[config.mk]
export PLATFORM = sky130hd
export DESIGN_NAME = pipe_reg_elastic
export DESIGN_NICKNAME = d
export VERILOG_FILES = /design/src/rtl/pipe_reg_elastic.sv
export SDC_FILE = /design/constraint.sdc
export NUM_CORES = 1
export LEC_CHECK = 0
export CAP_MARGIN = 20
export CORE_MARGIN = 1.5
export CORE_UTILIZATION = 39
export CTS_CLUSTER_DIAMETER = 30
export DETAILED_ROUTE_END_ITERATION = 8
export PLACE_DENSITY = 0.69
export SLEW_MARGIN = 5
export SYNTH_ARGS = -nofsm -noshare
export SYNTH_HDL_FRONTEND = slang
export SYNTH_SLANG_ARGS = --single-unit
[constraint.sdc]
create_clock -name clock -period 17.4 [get_ports clock]
set_clock_uncertainty 0.15 [all_clocks]
set_input_delay 1.74 -clock clock [delete_from_list [all_inputs] [get_ports clock]]
set_output_delay 1.74 -clock clock [all_outputs]
set_load 0.005 [all_outputs]
[src/rtl/pipe_reg_elastic.sv]
`timescale 1ns/1ps
`default_nettype none
// ============================================================================
// Module      : pipe_reg_elastic
// Description : Two-entry elastic pipeline register (MAIN + SKID) with
//               valid/ready handshaking, flush, bubble forcing on the control
//               bundle and saturating stall/bubble statistics counters.
// Revision    : 1.0 - initial release
// ============================================================================
module pipe_reg_elastic #(
  parameter int DATA_W = 32,
  parameter int N_DATA = 6,
  parameter int CTRL_W = 17,
  parameter int CNT_W  = 16
) (
  input  logic                     clock,
  input  logic                     reset,
  input  logic                     flush,
  input  logic                     in_valid,
  output logic                     in_ready,
  input  logic [CTRL_W-1:0]        in_ctrl,
  input  logic [N_DATA*DATA_W-1:0] in_data,
  output logic                     out_valid,
  input  logic                     out_ready,
  output logic [CTRL_W-1:0]        out_ctrl,
  output logic [N_DATA*DATA_W-1:0] out_data,
  output logic [CNT_W-1:0]         stall_cnt,
  output logic [CNT_W-1:0]         bubble_cnt
);

  localparam int              c_PAYLOAD_W = N_DATA * DATA_W;
  localparam logic [1:0]      c_EMPTY     = 2'd0;
  localparam logic [1:0]      c_ONE       = 2'd1;
  localparam logic [1:0]      c_TWO       = 2'd2;
  localparam logic [CNT_W-1:0] c_CNT_MAX  = '1;
  localparam logic [CNT_W-1:0] c_CNT_ONE  = CNT_W'(1);

  logic [1:0]             r_state;
  logic [1:0]             w_nextState;
  logic                   r_inReady;
  logic [CTRL_W-1:0]      r_mainCtrl;
  logic [c_PAYLOAD_W-1:0] r_mainData;
  logic [CTRL_W-1:0]      r_skidCtrl;
  logic [c_PAYLOAD_W-1:0] r_skidData;
  logic [CNT_W-1:0]       r_stallCnt;
  logic [CNT_W-1:0]       r_bubbleCnt;

  logic w_mainValid;
  logic w_xferIn;
  logic w_xferOut;
  logic w_loadMainIn;
  logic w_loadMainSkid;
  logic w_loadSkid;

  // MAIN is occupied in ONE and TWO; a flush cycle never accepts new input.
  assign w_mainValid = (r_state == c_ONE) || (r_state == c_TWO);
  assign w_xferIn    = in_valid & r_inReady & ~flush;
  assign w_xferOut   = w_mainValid & out_ready;

  // State register; in_ready is registered from the next state so it is glitch-free.
  always_ff @(posedge clock or posedge reset) begin
    if (reset) begin
      r_state   <= c_EMPTY;
      r_inReady <= 1'b1;
    end else begin
      r_state   <= w_nextState;
      r_inReady <= (w_nextState != c_TWO);
    end
  end

  // Next-state and entry-load selection; flush wins over every transfer.
  always_comb begin
    w_nextState    = r_state;
    w_loadMainIn   = 1'b0;
    w_loadMainSkid = 1'b0;
    w_loadSkid     = 1'b0;
    case (r_state)
      c_EMPTY: begin
        if (w_xferIn) begin
          w_nextState  = c_ONE;
          w_loadMainIn = 1'b1;
        end
      end
      c_ONE: begin
        if (w_xferIn && w_xferOut) begin
          w_loadMainIn = 1'b1;
        end else if (w_xferIn) begin
          w_nextState = c_TWO;
          w_loadSkid  = 1'b1;
        end else if (w_xferOut) begin
          w_nextState = c_EMPTY;
        end
      end
      c_TWO: begin
        if (w_xferOut) begin
          w_nextState    = c_ONE;
          w_loadMainSkid = 1'b1;
        end
      end
      default: w_nextState = c_EMPTY;
    endcase
    if (flush) begin
      w_nextState    = c_EMPTY;
      w_loadMainIn   = 1'b0;
      w_loadMainSkid = 1'b0;
      w_loadSkid     = 1'b0;
    end
  end

  // Outputs come straight from MAIN; control is forced to zero on a bubble.
  always_comb begin
    in_ready   = r_inReady;
    out_valid  = w_mainValid;
    out_ctrl   = w_mainValid ? r_mainCtrl : '0;
    out_data   = r_mainData;
    stall_cnt  = r_stallCnt;
    bubble_cnt = r_bubbleCnt;
  end

  // Entry storage; MAIN is only rewritten on a load so held outputs stay stable.
  always_ff @(posedge clock or posedge reset) begin
    if (reset) begin
      r_mainCtrl <= '0;
      r_mainData <= '0;
      r_skidCtrl <= '0;
      r_skidData <= '0;
    end else begin
      if (w_loadMainIn) begin
        r_mainCtrl <= in_ctrl;
        r_mainData <= in_data;
      end else if (w_loadMainSkid) begin
        r_mainCtrl <= r_skidCtrl;
        r_mainData <= r_skidData;
      end
      if (w_loadSkid) begin
        r_skidCtrl <= in_ctrl;
        r_skidData <= in_data;
      end
    end
  end

  // Saturating statistics on the pre-edge handshake; flush cycles still count.
  always_ff @(posedge clock or posedge reset) begin
    if (reset) begin
      r_stallCnt  <= '0;
      r_bubbleCnt <= '0;
    end else begin
      if (w_mainValid && !out_ready && (r_stallCnt != c_CNT_MAX)) begin
        r_stallCnt <= r_stallCnt + c_CNT_ONE;
      end
      if (!w_mainValid && out_ready && (r_bubbleCnt != c_CNT_MAX)) begin
        r_bubbleCnt <= r_bubbleCnt + c_CNT_ONE;
      end
    end
  end

endmodule
`default_nettype wire
==> results of run 1 <==
-- placed cells by master (no fill, tap or decap), drive strengths merged, types with 5 or more instances in the layout --
master	count
o21ai	217
and3	5
xnor2	11
mux2	211
and2	17
nor2	5
diode	5
inv	9
mux2i	209
a21oi	8
bufinv	9
nand4	7
nand2	223
and4	6
nand3	6
dfrtp	452
nor4	5
clkbuf	148
nor3	6
clkinvlp	9
clkdlybuf4s50	456
ha	6
buf	15
clkinv	21
xor2	17
-- logic make-up (layout without fill, tap and decap cells) --
logic type	Yosys count	count (layout)	synth area share, %
buffers and inverters	105	667	2.93
other	0	5	0
multiplexers	420	420	23.1
AO/OA/AOI/OAI	239	239	6.59
AND/OR/NAND/NOR	293	293	7.01
adder cells (fa/ha/maj)	6	6	0.389
flip-flops	453	453	58.7
XOR/XNOR	28	28	1.27
-- sequential cells by signal, indices dropped and copies added, names as in the netlist --
register,cells
bubble_cnt,16
in_ready,1
out_data,192
r_mainCtrl,17
r_skidCtrl,17
r_skidData,192
r_state,2
stall_cnt,16
-- how the worst max path moves through the flow --
| stage | slack [ps] | endpoint | start |
|---|---|---|---|
| 2_1_floorplan | 2880 | bubble_cnt[0] | reset |
| 3_3_place_gp | 12120 | r_skidData[50] | out_ready |
| 3_5_place_dp | 12040 | r_skidData[37] | out_ready |
| 4_1_cts | 12720 | r_skidData[37] | out_ready |
| 5_1_grt | 12440 | out_data[142] | out_ready |
| 6_report | 12670 | r_skidData[37] | out_ready |
-- worst max-delay path, delay by kind of cell --
kind / cells / cell delay, ps
AND/OR/NAND/NOR: 2 / 540
buffers and inverters: 3 / 2200
multiplexers: 1 / 430
-- stage by stage --
stage / util, % / power, µW / instance area, µm² / hold WS, ps / worst slack (ps)
after floorplan: - / 1740 / 19300 / 314 / 2880
after global placement: 49.7 / 2040 / 24300 / 322 / 12120
after detailed placement: 49.7 / 2080 / 24300 / 330 / 12040
after CTS: 56.9 / 4030 / 27900 / 340 / 12720
after global routing: 57.0 / 4180 / 27900 / 352 / 12440
final: 57.0 / 3980 / 27900 / 334 / 12670
-- routing by layer --
metal	wire, µm	share of wire [%]	GRT usage [%]	up-vias
met1	19300	39	22.2	6753
li1	-	-	-	6418
met4	1490	3.0	9.20	0
met5	0	0	0	-
met2	25100	51	32.0	335
met3	3200	6.5	6.10	90
-- report_power, final --
group	internal (µW)	switching [µW]	leakage, µW
sequential	1320	148	0.00560
combinational	378	218	0.00595
clock	1340	576	0.00174
-- cell type report --
cell class                      instances  area (µm²)  area share (%)
Sequential cell                       453       11300            40.6
Multi-Input combinational cell        986        7440            26.7
Timing Repair Buffer                  471        4710            16.9
Clock buffer                          148        3070            11.0
Tap cell                              664         831            2.98
Clock inverter                         42         477            1.71
Inverter                                6        30.0           0.108
Antenna cell                            5        12.5          0.0448
==> run_results.csv, run 1 <==
group,metric,value,unit
hold_path,holdPathEnd,"r_skidData[170]",
run_status,status,"complete, no violations",
timing,max_clock_freq,211,MHz
layout,fillers,4037,
clock_tree,cts.htree.levels,3,
timing,setup_viol,0,
global_route,grt_max_degree,183,
yosys,syn_area,0.0193,mm²
timing,period_minus_slack,4730,ps
detailed_routing,finalWirelength,49100,µm
global_route,grt_usage,19.1,%
yosys,ys_ff_latch,453,
critical_path,reg2reg_from,"r_state[1]",
critical_path,cp.required,17740,ps
yosys,yosysMostFrequentCell,"dfrtp_1",
detailed_routing,first_pass_iters,6,
clock_tree,path_clk_slew,40,ps
run,cap_violations,0,
critical_path,worst_path_max_delay_cell,"buf_4",
yosys,synth_edf_count,0,
yosys,ys.flop_type,"dfrtp_1",
detailed_routing,drc,0,
clock_tree,clock_latency,620,ps
yosys,ys_seq_area_share,58.7,%
placed_design,dp_cells,2579,
clock_tree,cts-root-buf,"clkbuf_16",
clock_tree,clockBufferDepth,3,
detailed_routing,ant_nets,0,
critical_path,critPathMaxFanout,67,
die,die_area,0.0509,mm²
clock_tree,cts_tree,"built",
timing,hold_viol,0,
timing,rsz0062_at_grt,"false",
placed_design,numPortBuffers,456,
power,cellPowerDensity,143,mW/mm²
critical_path,path_cells,"clkdlybuf4s50_1, nand2_1, nand3_4, buf_4, buf_4, mux2_2",
hold_path,min_path_type,"flop to flop",
critical_path,crit_type,"input port to flop",
die,dieWidth,226,µm
layout,final_cells,2775,
global_route,grt_pass1_wl,76800,µm
critical_path,reg2reg_depth,7,
timing,drv_slew,0,
yosys,yosysUniqueCellTypes,51,
hold_path,min_delay_path_depth,1,
critical_path,cp-start-kind,"input port",
critical_path,cp.arrival,5070,ps
yosys,yosys.area.top_type,"dfrtp_1",
clock_tree,cts_resized,0,
yosys,synthTopCellsByCount,"452 x dfrtp_1, 223 x nand2_1, 209 x mux2i_1",
yosys,synth_nets,1764,
layout,nNetsFinal,2241,
clock_tree,cts_setup_buffers,0,
layout,final_layout_size_suffix_gt1_share,17.5,%
critical_path,worst_path_most_repeated_cell,"buf_4",
critical_path,cp-end-kind,"flop",
timing,fin_tns_setup,0,ps
die,core.rowCount,81,
die,start_util,39.5,%
timing,maxSlewHeadroom,28.2,%
timing,fin_crit_sh,27.2,%
global_route,antenna_found_initial,5,
yosys,netlist_top_cells_area,"dfrtp_1 59%, mux2i_1 11%, mux2_2 9.4%",
yosys,async_flop_share,100,%
critical_path,reg2reg_to,"r_skidData[37]",
clock_tree,cts_made_buffers,103,
global_route,grt_pass1_vias,14300,
yosys,yosysWarnings,0,
placed_design,dp_hpwl,31600,µm
power,p_leak,0.0133,µW
die,die_h,226,µm
yosys,yosysTopAreaCellShare,58.5,%
clock_tree,numClockSinks,453,
detailed_routing,num_vias,13600,
critical_path,r2r_setup_slack,13010,ps
hold_path,hp-start,"r_skidData[170]",
detailed_routing,vias_per_cell,4.90,
power,vdd_ir_drop_max,0.0000873,V
critical_path,max_stage_delay,850,ps
yosys,syn_avg_cell_area,12.5,µm²
yosys,syn_inst,1544,
layout,synthToLayoutAreaGrowth,44.4,%
detailed_routing,wl_per_cell,17.7,µm
clock_tree,hold_buffers,0,
detailed_routing,drt_first_iter_violations,628,
global_route,gr-total-overflow,0,
die,coreArea,0.0490,mm²
die,io_pins,457,
placed_design,gp_congestion,0.812,
timing,worst_pin_slew,1080,ps
Power figures use the tool's default switching activity.
==> run 2, diff against run 1 <==
--- a/config.mk
+++ b/config.mk
@@ -10,7 +10,7 @@
 export CORE_UTILIZATION = 39
 export CTS_CLUSTER_DIAMETER = 30
 export DETAILED_ROUTE_END_ITERATION = 8
-export PLACE_DENSITY = 0.69
+export PLACE_DENSITY = 0.72
 export SLEW_MARGIN = 5
 export SYNTH_ARGS = -nofsm -noshare
 export SYNTH_HDL_FRONTEND = slang
==> constraint.sdc (replaced) <==
create_clock -name clock -period 4.35 [get_ports clock]
set_clock_uncertainty 0.15 [all_clocks]
set_input_delay 0.435 -clock clock [delete_from_list [all_inputs] [get_ports clock]]
set_output_delay 0.435 -clock clock [all_outputs]
set_load 0.005 [all_outputs]
==> run 2 against run 1 <==
Critical path depth is 1 higher. Power grew to 4.1 times the previous value. Clock-buffer cell count is 12 lower. Largest cell class unchanged. Largest power group unchanged.
==> run_results.csv, run 2 (synthesis results as in run 1) <==
group,metric,value,unit
clock_tree,numClockSinks,453,
timing,setup_viol,0,
detailed_routing,ant_nets,0,
clock_tree,cts.htree.levels,3,
run_status,status,"complete, no violations",
timing,hold_viol,0,
power,combPwrFrac,14.7,%
detailed_routing,drc,0,
power,pwr-share-seq,36.1,%
die,dieWidth,226,µm
timing,worst_pin_slew,946,ps
critical_path,cp.buffers_inverters,3,
layout,final_cell_mix,"456 x clkdlybuf4s50_1, 452 x dfrtp_1, 223 x nand2_1",
timing,fin_tns_setup,0,ps
timing,drv_slew,0,
power,p_leak,0.0134,µW
clock_tree,cts_tree,"built",
global_route,grt_usage,19.6,%
die,start_util,39.5,%
critical_path,cp.required,4690,ps
run,cap_violations,0,
placed_design,dp_hpwl,33000,µm
layout,multi_input_area,0.00744,mm²
detailed_routing,first_pass_iters,5,
die,core.rowCount,81,
clock_tree,cts_resized,0,
timing,period_minus_slack,3300,ps
power,vdd_ir_drop_max,0.000458,V
layout,stdcell_area,0.0282,mm²
timing,max_clock_freq,303,MHz
clock_tree,hold_buffers,0,
global_route,antenna_found_initial,7,
placed_design,placedInstanceArea,0.0245,mm²
power,switching_share,23.8,%
placed_design,place_ws,1070,ps
layout,fillers,3916,
timing,rsz0062_at_grt,"false",
detailed_routing,num_vias,13700,
timing,fin_crit_sh,75.8,%
timing,maxSlewHeadroom,36.9,%
critical_path,crit_type,"flop to flop",
die,coreArea,0.0490,mm²
layout,nNetsFinal,2253,
power,p_sw,3890,µW
clock_tree,cts_setup_buffers,0,
layout,final_cells,2790,
detailed_routing,drt_first_iter_violations,672,
clock_tree,path_clk_slew,40,ps
placed_design,gp_congestion,0.819,
die,die_h,226,µm
critical_path,cp-start-kind,"flop",
power,clkPwrFrac,49.2,%
critical_path,critPathMaxFanout,35,
clock_tree,clockBufferDepth,3,
critical_path,path_cells,"inv_1, ha_1, nand2_1, nand3_4, buf_12, buf_4, mux2_2",
timing,setup_ws,1050,ps
detailed_routing,vias_per_cell,4.91,
die,io_pins,457,
detailed_routing,finalWirelength,49900,µm
critical_path,max_stage_delay,770,ps
clock_tree,cts_made_buffers,104,
placed_design,dp_cells,2591,
global_route,grt_max_degree,141,
placed_design,numPortBuffers,456,
power,cellPowerDensity,579,mW/mm²
die,die_area,0.0509,mm²
timing,whs,120,ps
layout,final_common_cell,"clkdlybuf4s50_1",
global_route,gr-total-overflow,0,
layout,regArea,0.0113,mm²
critical_path,cp-end-kind,"flop",
global_route,grt_pass1_vias,14600,
layout,synthToLayoutAreaGrowth,46.1,%
clock_tree,cts-root-buf,"clkbuf_16",
critical_path,worst_path_max_delay_cell,"ha_1",
power,cellInternalPower,12500,µW
layout,final_layout_size_suffix_gt1_share,18.2,%
global_route,grt_pass1_wl,78500,µm
detailed_routing,wl_per_cell,17.9,µm
clock_tree,clock_latency,610,ps
critical_path,critical_path.top_delay_family,"adder cells",
critical_path,cp.arrival,3640,ps
hold_path,min_path_type,"input port to async pin",
==> run 2: per-layer routing <==
layer / track usage [%] / share of wire (%)
met1: 23.1 / 40
met3: 6.22 / 6.4
met4: 9.42 / 3.9
met2: 32.3 / 49
met5: 0 / 0
==> run 2: cell type report <==
type,count,area share [%]
Timing Repair Buffer,482,17.3
Clock buffer,136,10.4
Antenna cell,6,0.0532
Inverter,6,0.0931
Sequential cell,453,40.2
Multi-Input combinational cell,986,26.3
Tap cell,664,2.94
Clock inverter,57,2.70
==> run 2: power groups by stage <==
| stage | Clock, µW | Sequential [µW] | Combinational, µW |
|---|---|---|---|
| floorplan | 0 | 5820 | 1160 |
| global placement | 0 | 5880 | 2320 |
| detailed placement | 0 | 5940 | 2410 |
| CTS | 8170 | 5900 | 2430 |
| global route | 8410 | 6020 | 2620 |
| finish | 8040 | 5900 | 2400 |
==> run 2: final timing paths <==
kind / to / slack, ps / depth (start not counted) / from
max: r_skidData[165] / 1050 / 7 / r_state[1]
min: out_data[122] / 120 / 2 / reset
max reg2reg: r_skidData[165] / 1050 / 7 / r_state[1]
min reg2reg: r_skidData[125] / 340 / 1 / r_skidData[125]
max in group asynchronous: out_data[123] / 2800 / 3 / reset
min in group clock: out_data[27] / 230 / 3 / in_data[27]
==> run 2: per-stage QoR <==
step	utilization [%]	total power (µW)
after global placement	50.1	8200
after detailed placement	50.1	8360
final	57.7	16300
after CTS	57.6	16500
after floorplan	-	6980
after global routing	57.7	17000
==> run 3, diff against run 2 <==
--- a/config.mk
+++ b/config.mk
@@ -10,7 +10,7 @@
 export CORE_UTILIZATION = 39
 export CTS_CLUSTER_DIAMETER = 30
 export DETAILED_ROUTE_END_ITERATION = 8
-export PLACE_DENSITY = 0.72
+export PLACE_DENSITY = 0.69
 export SLEW_MARGIN = 5
 export SYNTH_ARGS = -nofsm -noshare
 export SYNTH_HDL_FRONTEND = slang
==> constraint.sdc (replaced) <==
create_clock -name clock -period 3.09 [get_ports clock]
set_clock_uncertainty 0.15 [all_clocks]
set_input_delay 0.309 -clock clock [delete_from_list [all_inputs] [get_ports clock]]
set_output_delay 0.309 -clock clock [all_outputs]
set_load 0.005 [all_outputs]
==> run 3 against run 2 <==
Clock-buffer cell count decreased by 5. Critical path depth down 2. Cell count grew 0.14%. Die area stayed put. Non-clock buffer count grew 14. Hold slack about the same. Via count fell by 0.53%. Routed wire length grew 1.1%. Global-route usage grew 0.26 points. Critical path type is now flop to output port.
==> run_results.csv, run 3 (synthesis results as in run 1) <==
group,metric,value,unit
clock_tree,cts_setup_buffers,0,
clock_tree,cts-root-buf,"clkbuf_16",
critical_path,crit_type,"flop to output port",
detailed_routing,ant_nets,0,
die,core.rowCount,81,
detailed_routing,wl_per_cell,18.1,µm
critical_path,cp-start-kind,"flop",
layout,fillers,3982,
detailed_routing,first_pass_iters,4,
global_route,grt_pass1_wl,79100,µm
critical_path,critPathMaxFanout,17,
detailed_routing,drc,0,
timing,fin_tns_setup,0,ps
layout,synthToLayoutAreaGrowth,46.4,%
clock_tree,numClockSinks,453,
critical_path,reg2reg_to,"stall_cnt[8]",
layout,nNetsFinal,2261,
timing,max_clock_freq,338,MHz
hold_path,min_delay_path_depth,3,
hold_path,holdPathEnd,"out_data[77]",
die,die_h,226,µm
timing,fin_crit_sh,95.8,%
detailed_routing,num_vias,13600,
global_route,met2_usage,33.9,%
critical_path,cp.arrival,2500,ps
detailed_routing,drt_first_iter_violations,533,
critical_path,cp-end-kind,"output port",
global_route,grt_usage,19.8,%
critical_path,reg2reg_depth,6,
die,dieWidth,226,µm
timing,maxSlewHeadroom,56.2,%
clock_tree,cts_made_buffers,98,
die,io_pins,457,
hold_path,hp-start,"in_data[77]",
layout,final_cell_mix,"456 x clkdlybuf4s50_1, 452 x dfrtp_1, 223 x nand2_1",
global_route,grt_pass1_vias,14600,
timing,hold_viol,0,
die,die_area,0.0509,mm²
placed_design,dp_hpwl,33800,µm
die,start_util,39.5,%
global_route,antenna_found_initial,5,
clock_tree,path_clk_slew,50,ps
global_route,grt_max_degree,105,
clock_tree,cts.htree.levels,3,
global_route,grt.busiest_layer,"met2",
power,vdd_ir_drop_max,0.000522,V
timing,worst_pin_slew,656,ps
power,p_leak,0.0135,µW
layout,stdcell_area,0.0283,mm²
clock_tree,clock_latency,610,ps
run_status,status,"complete, no violations",
critical_path,cp.required,2630,ps
placed_design,numPortBuffers,456,
global_route,grt_use_met3,6.47,%
global_route,gr-total-overflow,0,
timing,rsz0062_at_grt,"false",
layout,final_util,57.8,%
power,power,22600,µW
critical_path,r2r_setup_slack,570,ps
placed_design,gp_congestion,0.848,
detailed_routing,finalWirelength,50500,µm
die,coreArea,0.0490,mm²
timing,setup_viol,0,
power,cellPowerDensity,799,mW/mm²
layout,final_common_cell,"clkdlybuf4s50_1",
timing,whs,120,ps
timing,drv_slew,0,
detailed_routing,vias_per_cell,4.87,
run,cap_violations,0,
timing,period_minus_slack,2960,ps
layout,final_layout_size_suffix_gt1_share,18.4,%
critical_path,reg2reg_from,"r_state[1]",
global_route,gr-usage-met1,22.8,%
placed_design,placedInstanceArea,0.0247,mm²
clock_tree,cts_tree,"built",
hold_path,min_path_type,"input port to flop",
clock_tree,clockBufferDepth,3,
## run 3: cell count changes in the layout (fill, tap and decap cells not counted), sizes merged
cell         delta
dlygate4sd3     +1
inv             +1
clkinvlp        +2
bufinv          -2
clkinv          -5
buf            +13
diode           -1
clkbuf          -5
## run 3: worst max path at each step
stage | startpoint | to | cells after the start
floorplan | reset | bubble_cnt[0] | 1
global placement | out_ready | r_skidData[60] | 6
detailed placement | r_state[1] | stall_cnt[8] | 6
CTS | r_state[1] | out_ctrl[8] | 5
global route | r_state[1] | out_ctrl[11] | 5
finish | r_state[1] | out_ctrl[11] | 5
## run 3: report_power, final
group / switching [µW] / internal (µW)
Combinational: 1240 / 2160
Sequential: 855 / 7440
Clock: 3310 / 7600
## run 3: metrics by stage
stage | cells | setup slack, ps
floorplan | 1544 | -3500
global placement | 2604 | 646
detailed placement | 2604 | 586
CTS | 2789 | 41.4
global route | 2794 | 28.3
finish | 2794 | 129
## run 3: layout make-up
type	instances	area, µm²	share of cell area (%)
flip-flops and latches	453	11300	40.1
multi-input cells	986	7440	26.3
repair buffers	496	5100	18.0
clock buffers	131	2840	10.1
well taps	664	831	2.94
clock inverters	53	698	2.47
inverters	6	26.3	0.0929
diodes	5	12.5	0.0442
## run 3: metal layers
| metal | up-vias | wire, µm |
|---|---|---|
| met1 | 6775 | 19800 |
| met3 | 93 | 3300 |
| met2 | 323 | 26000 |
| met5 | - | 0 |
| li1 | 6429 | - |
| met4 | 0 | 1410 |
## run 3: repair_timing
item | 4_1_cts | 5_1_grt
gates resized for setup | 1 | 1
endpoints found under the setup margin | 7 | 10
hold endpoints to repair | 28 | 0
hold buffers | 1 | 0
## run 3: worst max-delay path: stages (launching register included)
cell	delay, ps
dfrtp_1	400
inv_1	120
ha_2	440
buf_6	210
and2_1	140
clkdlybuf4s50_1	570
